<file path="src/rtl/fir_coeff_loader.sv">
`default_nettype none
// +--------------------------------------------------------------------+
// | Module : fir_coeff_loader                                          |
// | Streams 16-bit coefficients into the FIR coefficient RAM, framed   |
// | by the update flag. COEFF_READBACK_EN adds a read-back checksum.   |
// | Rev    : 1.0  initial release                                      |
// +--------------------------------------------------------------------+
module fir_coeff_loader #(
  parameter int NUM_BANKS     = 4,
  parameter int TAPS_PER_BANK = 10,
  parameter int PRE_CYC       = 2,
  parameter int POST_CYC      = 2
) (
  input  logic        iClk12M,
  input  logic        iRst,
  input  logic        iStart,
  input  logic        iAbort,
  input  logic        iCoeffValid,
  input  logic [15:0] iCoeffData,
`ifdef COEFF_READBACK_EN
  input  logic [15:0] iRdDtRam,
  output logic        oVerifyErr,
`endif
  output logic        oCoeffReady,
  output logic        oCoeffUpdateFlag,
  output logic        oCsnRam,
  output logic        oWrnRam,
  output logic [5:0]  oAddrRam,
  output logic [15:0] oWtDtRam,
  output logic        oBusy,
  output logic        oDone
);

  localparam logic [1:0] c_last_bank = 2'(NUM_BANKS - 1);
  localparam logic [3:0] c_last_tap  = 4'(TAPS_PER_BANK - 1);
  localparam logic [7:0] c_pre_last  = 8'(PRE_CYC - 1);
  localparam logic [7:0] c_post_last = 8'(POST_CYC - 1);

  typedef enum logic [2:0] {
    S_IDLE  = 3'd0,
    S_PRE   = 3'd1,
    S_WAIT  = 3'd2,
    S_WRITE = 3'd3,
    S_POST  = 3'd4,
    S_DONE  = 3'd5
`ifdef COEFF_READBACK_EN
    , S_READ = 3'd6
`endif
  } state_t;

  state_t      state_q, state_d;
  logic [7:0]  cnt_q;
  logic [1:0]  bank_q;
  logic [3:0]  tap_q;
  logic        flag_q, ready_q, csn_q, wrn_q, busy_q, done_q;
  logic [5:0]  addr_q;
  logic [15:0] wdata_q;

  logic w_start, w_xfer, w_issue, w_last_addr, w_clr_ctr;

`ifdef COEFF_READBACK_EN
  logic        rd_phase_q;
  logic [15:0] wsum_q, rsum_q;
  logic        verr_q;
  logic        w_rd_issue;
`endif

  assign w_start     = (state_q == S_IDLE) && (state_d == S_PRE);
  assign w_xfer      = (state_q == S_WAIT) && ready_q && iCoeffValid && !iAbort;
  assign w_last_addr = (addr_q == {c_last_bank, c_last_tap});
  // Counters restart at every load, every abort and before the read-back pass.
  assign w_clr_ctr   = (state_d == S_IDLE) || w_start ||
                       ((state_q == S_WRITE) && (state_d == S_POST));

`ifdef COEFF_READBACK_EN
  assign w_rd_issue = (state_d == S_READ) &&
                      ((state_q == S_POST) || ((state_q == S_READ) && rd_phase_q));
  assign w_issue    = w_xfer || w_rd_issue;
`else
  assign w_issue    = w_xfer;
`endif

  always_comb begin
    state_d = state_q;
    case (state_q)
      S_IDLE:  if (iStart) state_d = S_PRE;
      S_PRE:   if (cnt_q == c_pre_last) state_d = S_WAIT;
      S_WAIT:  if (w_xfer) state_d = S_WRITE;
      S_WRITE: state_d = w_last_addr ? S_POST : S_WAIT;
      S_POST: begin
        if (cnt_q == c_post_last) begin
`ifdef COEFF_READBACK_EN
          state_d = S_READ;
`else
          state_d = S_DONE;
`endif
        end
      end
`ifdef COEFF_READBACK_EN
      S_READ:  if (rd_phase_q && w_last_addr) state_d = S_DONE;
`endif
      S_DONE:  state_d = S_IDLE;
      default: state_d = S_IDLE;
    endcase
    if (iAbort) state_d = S_IDLE;
  end

  always_ff @(posedge iClk12M or posedge iRst) begin
    if (iRst) begin
      state_q <= S_IDLE;
      cnt_q   <= '0;
      bank_q  <= '0;
      tap_q   <= '0;
      flag_q  <= 1'b0;
      ready_q <= 1'b0;
      csn_q   <= 1'b1;
      wrn_q   <= 1'b1;
      addr_q  <= '0;
      wdata_q <= '0;
      busy_q  <= 1'b0;
      done_q  <= 1'b0;
`ifdef COEFF_READBACK_EN
      rd_phase_q <= 1'b0;
      wsum_q     <= '0;
      rsum_q     <= '0;
      verr_q     <= 1'b0;
`endif
    end else begin
      state_q <= state_d;
      flag_q  <= (state_d != S_IDLE) && (state_d != S_DONE);
      ready_q <= (state_d == S_WAIT);
      busy_q  <= (state_d != S_IDLE);
      done_q  <= (state_d == S_DONE);
      csn_q   <= !w_issue;
      wrn_q   <= !w_xfer;
      cnt_q   <= ((state_d == state_q) && ((state_q == S_PRE) || (state_q == S_POST)))
                 ? cnt_q + 8'd1 : 8'd0;

      if (w_issue) begin
        addr_q <= {bank_q, tap_q};
        if (tap_q == c_last_tap) begin
          tap_q  <= '0;
          bank_q <= bank_q + 2'd1;
        end else begin
          tap_q  <= tap_q + 4'd1;
        end
      end
      if (w_xfer) wdata_q <= iCoeffData;
      if (w_clr_ctr) begin
        bank_q <= '0;
        tap_q  <= '0;
      end

`ifdef COEFF_READBACK_EN
      rd_phase_q <= (state_q == S_READ) ? !rd_phase_q : 1'b0;
      if (w_start) begin
        wsum_q <= '0;
        rsum_q <= '0;
        verr_q <= 1'b0;
      end
      if (w_xfer) wsum_q <= wsum_q + iCoeffData;
      // Read data arrives in the gap cycle that follows each read strobe.
      if ((state_q == S_READ) && rd_phase_q) begin
        rsum_q <= rsum_q + iRdDtRam;
        if (state_d == S_DONE) verr_q <= ((rsum_q + iRdDtRam) != wsum_q);
      end
`endif
    end
  end

  assign oCoeffReady      = ready_q;
  assign oCoeffUpdateFlag = flag_q;
  assign oCsnRam          = csn_q;
  assign oWrnRam          = wrn_q;
  assign oAddrRam         = addr_q;
  assign oWtDtRam         = wdata_q;
  assign oBusy            = busy_q;
  assign oDone            = done_q;
`ifdef COEFF_READBACK_EN
  assign oVerifyErr       = verr_q;
`endif

endmodule
`default_nettype wire

</file>
<file path="config.mk">
export PLATFORM = sky130hd
export DESIGN_NAME = fir_coeff_loader
export DESIGN_NICKNAME = d
export VERILOG_FILES = /design/src/rtl/fir_coeff_loader.sv
export SDC_FILE = /design/constraint.sdc
export NUM_CORES = 1
export LEC_CHECK = 0
export BUFFER_PORTS_ARGS = -buffer_cell sky130_fd_sc_hd__buf_2
export CORE_AREA = 2 2 103 55
export DETAILED_ROUTE_END_ITERATION = 10
export DIE_AREA = 0 0 105 57
export GPL_ROUTABILITY_DRIVEN = 0
export HOLD_SLACK_MARGIN = 0.15
export PLACE_DENSITY_LB_ADDON = 0.2
export SLEW_MARGIN = 30
export SYNTH_ARGS = -nofsm -noshare
export SYNTH_HDL_FRONTEND = slang
export SYNTH_SLANG_ARGS = --single-unit
export TNS_END_PERCENT = 50
</file>
<file path="constraint.sdc">
create_clock -name iClk12M -period 2.1 [get_ports iClk12M]
set_clock_uncertainty 0.1 [all_clocks]
set_input_delay 0.525 -clock iClk12M [delete_from_list [all_inputs] [get_ports iClk12M]]
set_output_delay 0.525 -clock iClk12M [all_outputs]
set_load 0.02 [all_outputs]
</file>
==> Yosys cells after proc, flatten, opt, wreduce, memory -nomap -nowiden <==
Index checks and enable logic that the tools add are counted.
{ "word_totals": {"ff_bits": 44, "inputBits": 21, "elab_cells": 59} }
{ "classes": {"n_addsub": 3, "n_eq_ne": 13, "mux": 14, "reduce_logical": 18} }
{ "op_table": {"columns": ["op", "n"], "rows": [
  ["$mux W3", 6],
  ["$pmux W3 S5", 1],
  ["$mux W4", 3],
  ["$eq A3 B2 Y1 const B", 3],
  ["$eq A3 B3 Y1 const B", 3],
  ["$add A8 B1 Y8 const B", 1],
  ["$eq A8 B1 Y1 const B", 1],
  ["$mux W8", 1],
  ["$logic_and A1 B1 Y1", 7],
  ["$eq A3 B1 Y1 const B", 2],
  ["$eq A6 B6 Y1 const B", 1],
  ["$logic_not A3 Y1", 2],
  ["$mux W2", 3],
  ["$add A4 B1 Y4 const B", 1],
  ["$eq A4 B4 Y1 const B", 1],
  ["$reduce_bool A2 Y1", 2],
  ["$eq A3 B3 Y1", 1],
  ["$logic_or A1 B1 Y1", 3],
  ["$ne A3 B3 Y1 const B", 1],
  ["$reduce_bool A3 Y1", 1],
  ["$add A2 B1 Y2 const B", 1],
  ["$logic_not A1 Y1", 2],
  ["$reduce_and A2 Y1", 1]
]} }

==> Logic depth before layout (Yosys ltp) <==
{ "depth": {"depth_word": 13, "ltp_mapped": 8, "ltp_nobuf": 6} }

==> Worst setup path before layout <==
Ideal clock, no wire load.
{ "synth_path": {"path_type": "input to register", "start": "input iAbort", "end": "register tap_q[3]", "setup_time_ns": 0.078, "t_arrival_ns": 1.663, "path_slack_ns": 0.259, "cell_stages": 7, "n_path_buf": 2, "path_cell_list": "clkbuf_1 -> nor2_1 -> and2_1 -> buf_6 -> inv_4 -> or3_1 -> a21oi_1"} }
{ "synth_between": {"elab_chain_cells": 10, "elab_cells_between_ends": 14, "classes_between": "eq/ne: 2; mux: 4; reduce/logical: 8"} }
{ "synth_rtl": {"columns": ["element", "line", "source"], "rows": [
  ["from (decl)", "17", "input logic iAbort,"],
  ["$logic_not A1 Y1", "69", "assign w_xfer = (state_q == S_WAIT) && ready_q && iCoeffValid && !iAbort;"],
  ["$logic_and A1 B1 Y1", "69", null],
  ["$mux W3", "88", "S_WAIT: if (w_xfer) state_d = S_WRITE;"],
  ["$pmux W3 S5", "85", "case (state_q)"],
  ["$mux W3", "105", "if (iAbort) state_d = S_IDLE;"],
  ["$eq A3 B1 Y1", "68", "assign w_start = (state_q == S_IDLE) && (state_d == S_PRE);"],
  ["$logic_and A1 B1 Y1", "68", null],
  ["$logic_or A1 B1 Y1 (2 in series)", "72", "assign w_clr_ctr = (state_d == S_IDLE) || w_start ||"],
  ["$mux W4 / $reduce_bool A2 Y1 (equally long branches)", null, null],
  ["to (signal assigned)", "145", "tap_q <= tap_q + 4'd1;"],
  ["to (decl)", "54", "logic [3:0] tap_q;"]
]} }
Several ways; a longest one is shown, not always the timed one.
A chain may end at the register's enable or synchronous reset.

==> Final worst setup path <==
{ "layout_path": {"start": "register cnt_q[0]", "end": "register ready_q (netlist: oCoeffReady)"} }
{ "layout_between": {"elab_chain_cells": 5, "elab_cells_between_ends": 6, "classes_between": "eq/ne: 2; mux: 4"} }
{ "layout_rtl": {"columns": ["element", "line", "source"], "rows": [
  ["from (decl)", "52", "logic [7:0] cnt_q;"],
  ["from (signal assigned)", "136", "cnt_q <= ((state_d == state_q) && ((state_q == S_PRE) || (state_q == S_POST)))"],
  ["$eq A8 B1 Y1 (*)", "87, 91", null],
  ["$mux W3 (on tied branches)", "91, 87", null],
  ["$pmux W3 S5 (*)", "85", null],
  ["$mux W3 (*)", "105", null],
  ["$eq A3 B2 Y1 (*)", "131", "ready_q <= (state_d == S_WAIT);"],
  ["to (signal assigned)", "131", null],
  ["to (decl)", "55", "logic flag_q, ready_q, csn_q, wrn_q, busy_q, done_q;"]
]} }
Every way passes the cells marked *; elsewhere a longest branch is shown, timed or not.

==> out/metrics.cfg <==
[layout]
area_growth_pct=23.3
final_layout_size_suffix_gt1_frac=0.258
final_common_cell=nand2_1
multi_input_area_um2=806
regArea_um2=1100
final_area_um2=2450
fill_cells=533
fin_nets=291
final_cell_mix=66 x nand2_1, 48 x buf_2, 43 x dfrtp_1
fin_util=0.474
diodes=0

[clock_tree]
cts_made_buffers=5
cts_setup_buffers=0
cts_buffer_depth=2
h-tree-depth=2
cts_tree=yes
cts.sinks=44
clk_pin_slew_ns=0.08
cts_root_buf=clkbuf_8
clock_latency_ns=0.28

[routing]
wl_met2_um=1570
drt-met1-wl_um=2410
route.met3.wl_um=280
route.detailed.drc=0
drtIter0Drc=62
viasPerCell=4.63
ant_nets=0
vias=1573
totalWireLength_um=4290
dr.pass1.iters=4
routedWlPerCell_um=12.6
highest_layer=met4

[place]
hpwl_um=3150
place_ws_ns=0.170
io_buffer_count=48
postPlaceCellArea_um2=2360

[yosys]
syn-num-nets=235
synthTopCellsByArea=dfrtp_1 54%, nand2_1 12%, nor2_1 3.4%
synth_edf_count=0
synthCells=210
syn_avg_cell_area_um2=9.48
synth.distinct_cells=39
ys_seq_elements=44
ys.warnings.count=0
netlist_area_um2=1990
synthFlopType=dfrtp_1
ys_seq_area_frac=0.554
yosysTopAreaCellShare=0.541
synth_top_area_cell=dfrtp_1
async_flop_share=1.00

[sta]
holdWs_ns=0.323
fin_setup_tns_ns=0
rsz0062_at_grt=false
worst_pin_slew_ns=0.461
fmax_mhz=525
slew_viol_final=0
worst_slack_ns=0.193
relSlewSlack=0.690
min_period_ns=1.91
finalSetupViolCount=0
finalHoldViolCount=0
fin_crit_sh=0.908

[global_route]
grt_first_pass_wirelength_um=7400
grt_usage=0.160
grt_max_degree=26
antenna_found_initial=0
grt-ovfl-total=0
first_global_vias=1524

[outcome]
status=finished, final reports clean

[floorplanning]
die_area_um2=5990
core_area_um2=5180
start_util=0.384
die_width_um=105
die_h_um=57
rows=19
pin_count=49

[worst_setup_path]
cp_top_family=compound AO/OA/AOI/OAI gates
crit_required_ns=2.22
critPathMaxFanout=6
r2r_slack_ns=0.19
start_kind=register
cpPeakStageDelay_ns=0.43
cp_slowest_cell=dfrtp_1
path_buf_inv=1
cp_data_arrival_time_ns=2.03
worstPathCellList=ha_1, nor3b_1, buf_4, a31o_2, a211oi_2, and3b_1
worstSetupPathType=register to register
cp-end-kind=register

[pwr]
peakVddDrop_mv=0.239
p_leak_nw=1.31
power_density_nw_per_um2=613

[hold_path]
hp-class=input pin to register

[job]
drv_cap=0

## report_power, final
part / total (mW) / switching [mW] / internal, mW
registers: 0.869 / 0.00824 / 0.861
clock network: 0.506 / 0.269 / 0.237
logic: 0.130 / 0.0776 / 0.0527
total: 1.51 / 0.355 / 1.15
## kinds of logic (layout without fill, tap and decap cells)
group / after synthesis / in the layout / synth area share
muxes: 1 / 1 / 0.00503
adders and majority gates: 4 / 4 / 0.0251
buffers and inverters: 16 / 73 / 0.0415
xor gates and xnor gates: 9 / 9 / 0.0396
and+or+nand+nor: 115 / 115 / 0.263
AOI/OAI and AO/OA: 21 / 21 / 0.0717
DFF: 44 / 44 / 0.554
## state kept, by name, summed over array words and instances (netlist names)
name              flops
tap_q                 4
cnt_q                 8
oCoeffReady           1
oBusy                 1
oDone                 1
oCoeffUpdateFlag      1
oWtDtRam             16
state_q               3
oAddrRam              6
oWrnRam               1
bank_q                2
## metrics by stage
step | power (mW) | std cells
after CTS | 1.52 | 340
after global placement | 1.02 | 331
final | 1.51 | 340
after detailed placement | 1.02 | 331
after global routing | 1.58 | 340
after floorplan | 0.961 | 210
## metal layers
layer,up-vias,track usage
met3,2,0.0537
met1,723,0.244
li1,803,-
met5,-,0
met2,45,0.213
met4,0,0.0457
## tightest hold or removal path: stages
cell	delay (ns)
buf_2	0.08
nand2_1	0.04
nand2_1	0.04
## repair_timing
item,4_1_cts,5_1_grt
endpoints found under the hold margin,4,0
hold buffers,1,0
resized for setup,0,0
## Yosys cell counts, drive strengths merged, types with 4 or more instances
master and number:
nand3 8, o21ai 5, a21oi 6, xor2 7, inv 6, buf 4
clkbuf 6, dfrtp 43, ha 4, nor2 18, nand2 66
## cell type report
type	count	area share
well taps	73	0.0372
inverters	6	0.0102
flip-flops and latches	44	0.449
multi-input cells	150	0.328
clock buffers	8	0.0326
repair buffers	59	0.143
## path summary, 6_finish.rpt
check                               from  cells past startpoint            to
setup / recovery                cnt_q[0]                      6   oCoeffReady
hold / removal             iCoeffData[1]                      3   oWtDtRam[1]
setup reg to reg                cnt_q[0]                      6   oCoeffReady
hold reg to reg             oWtDtRam[12]                      2  oWtDtRam[12]
max in group asynchronous           iRst                      4    state_q[2]
min in group asynchronous           iRst                      3   oWtDtRam[1]
(Power assumes the default switching activity.)
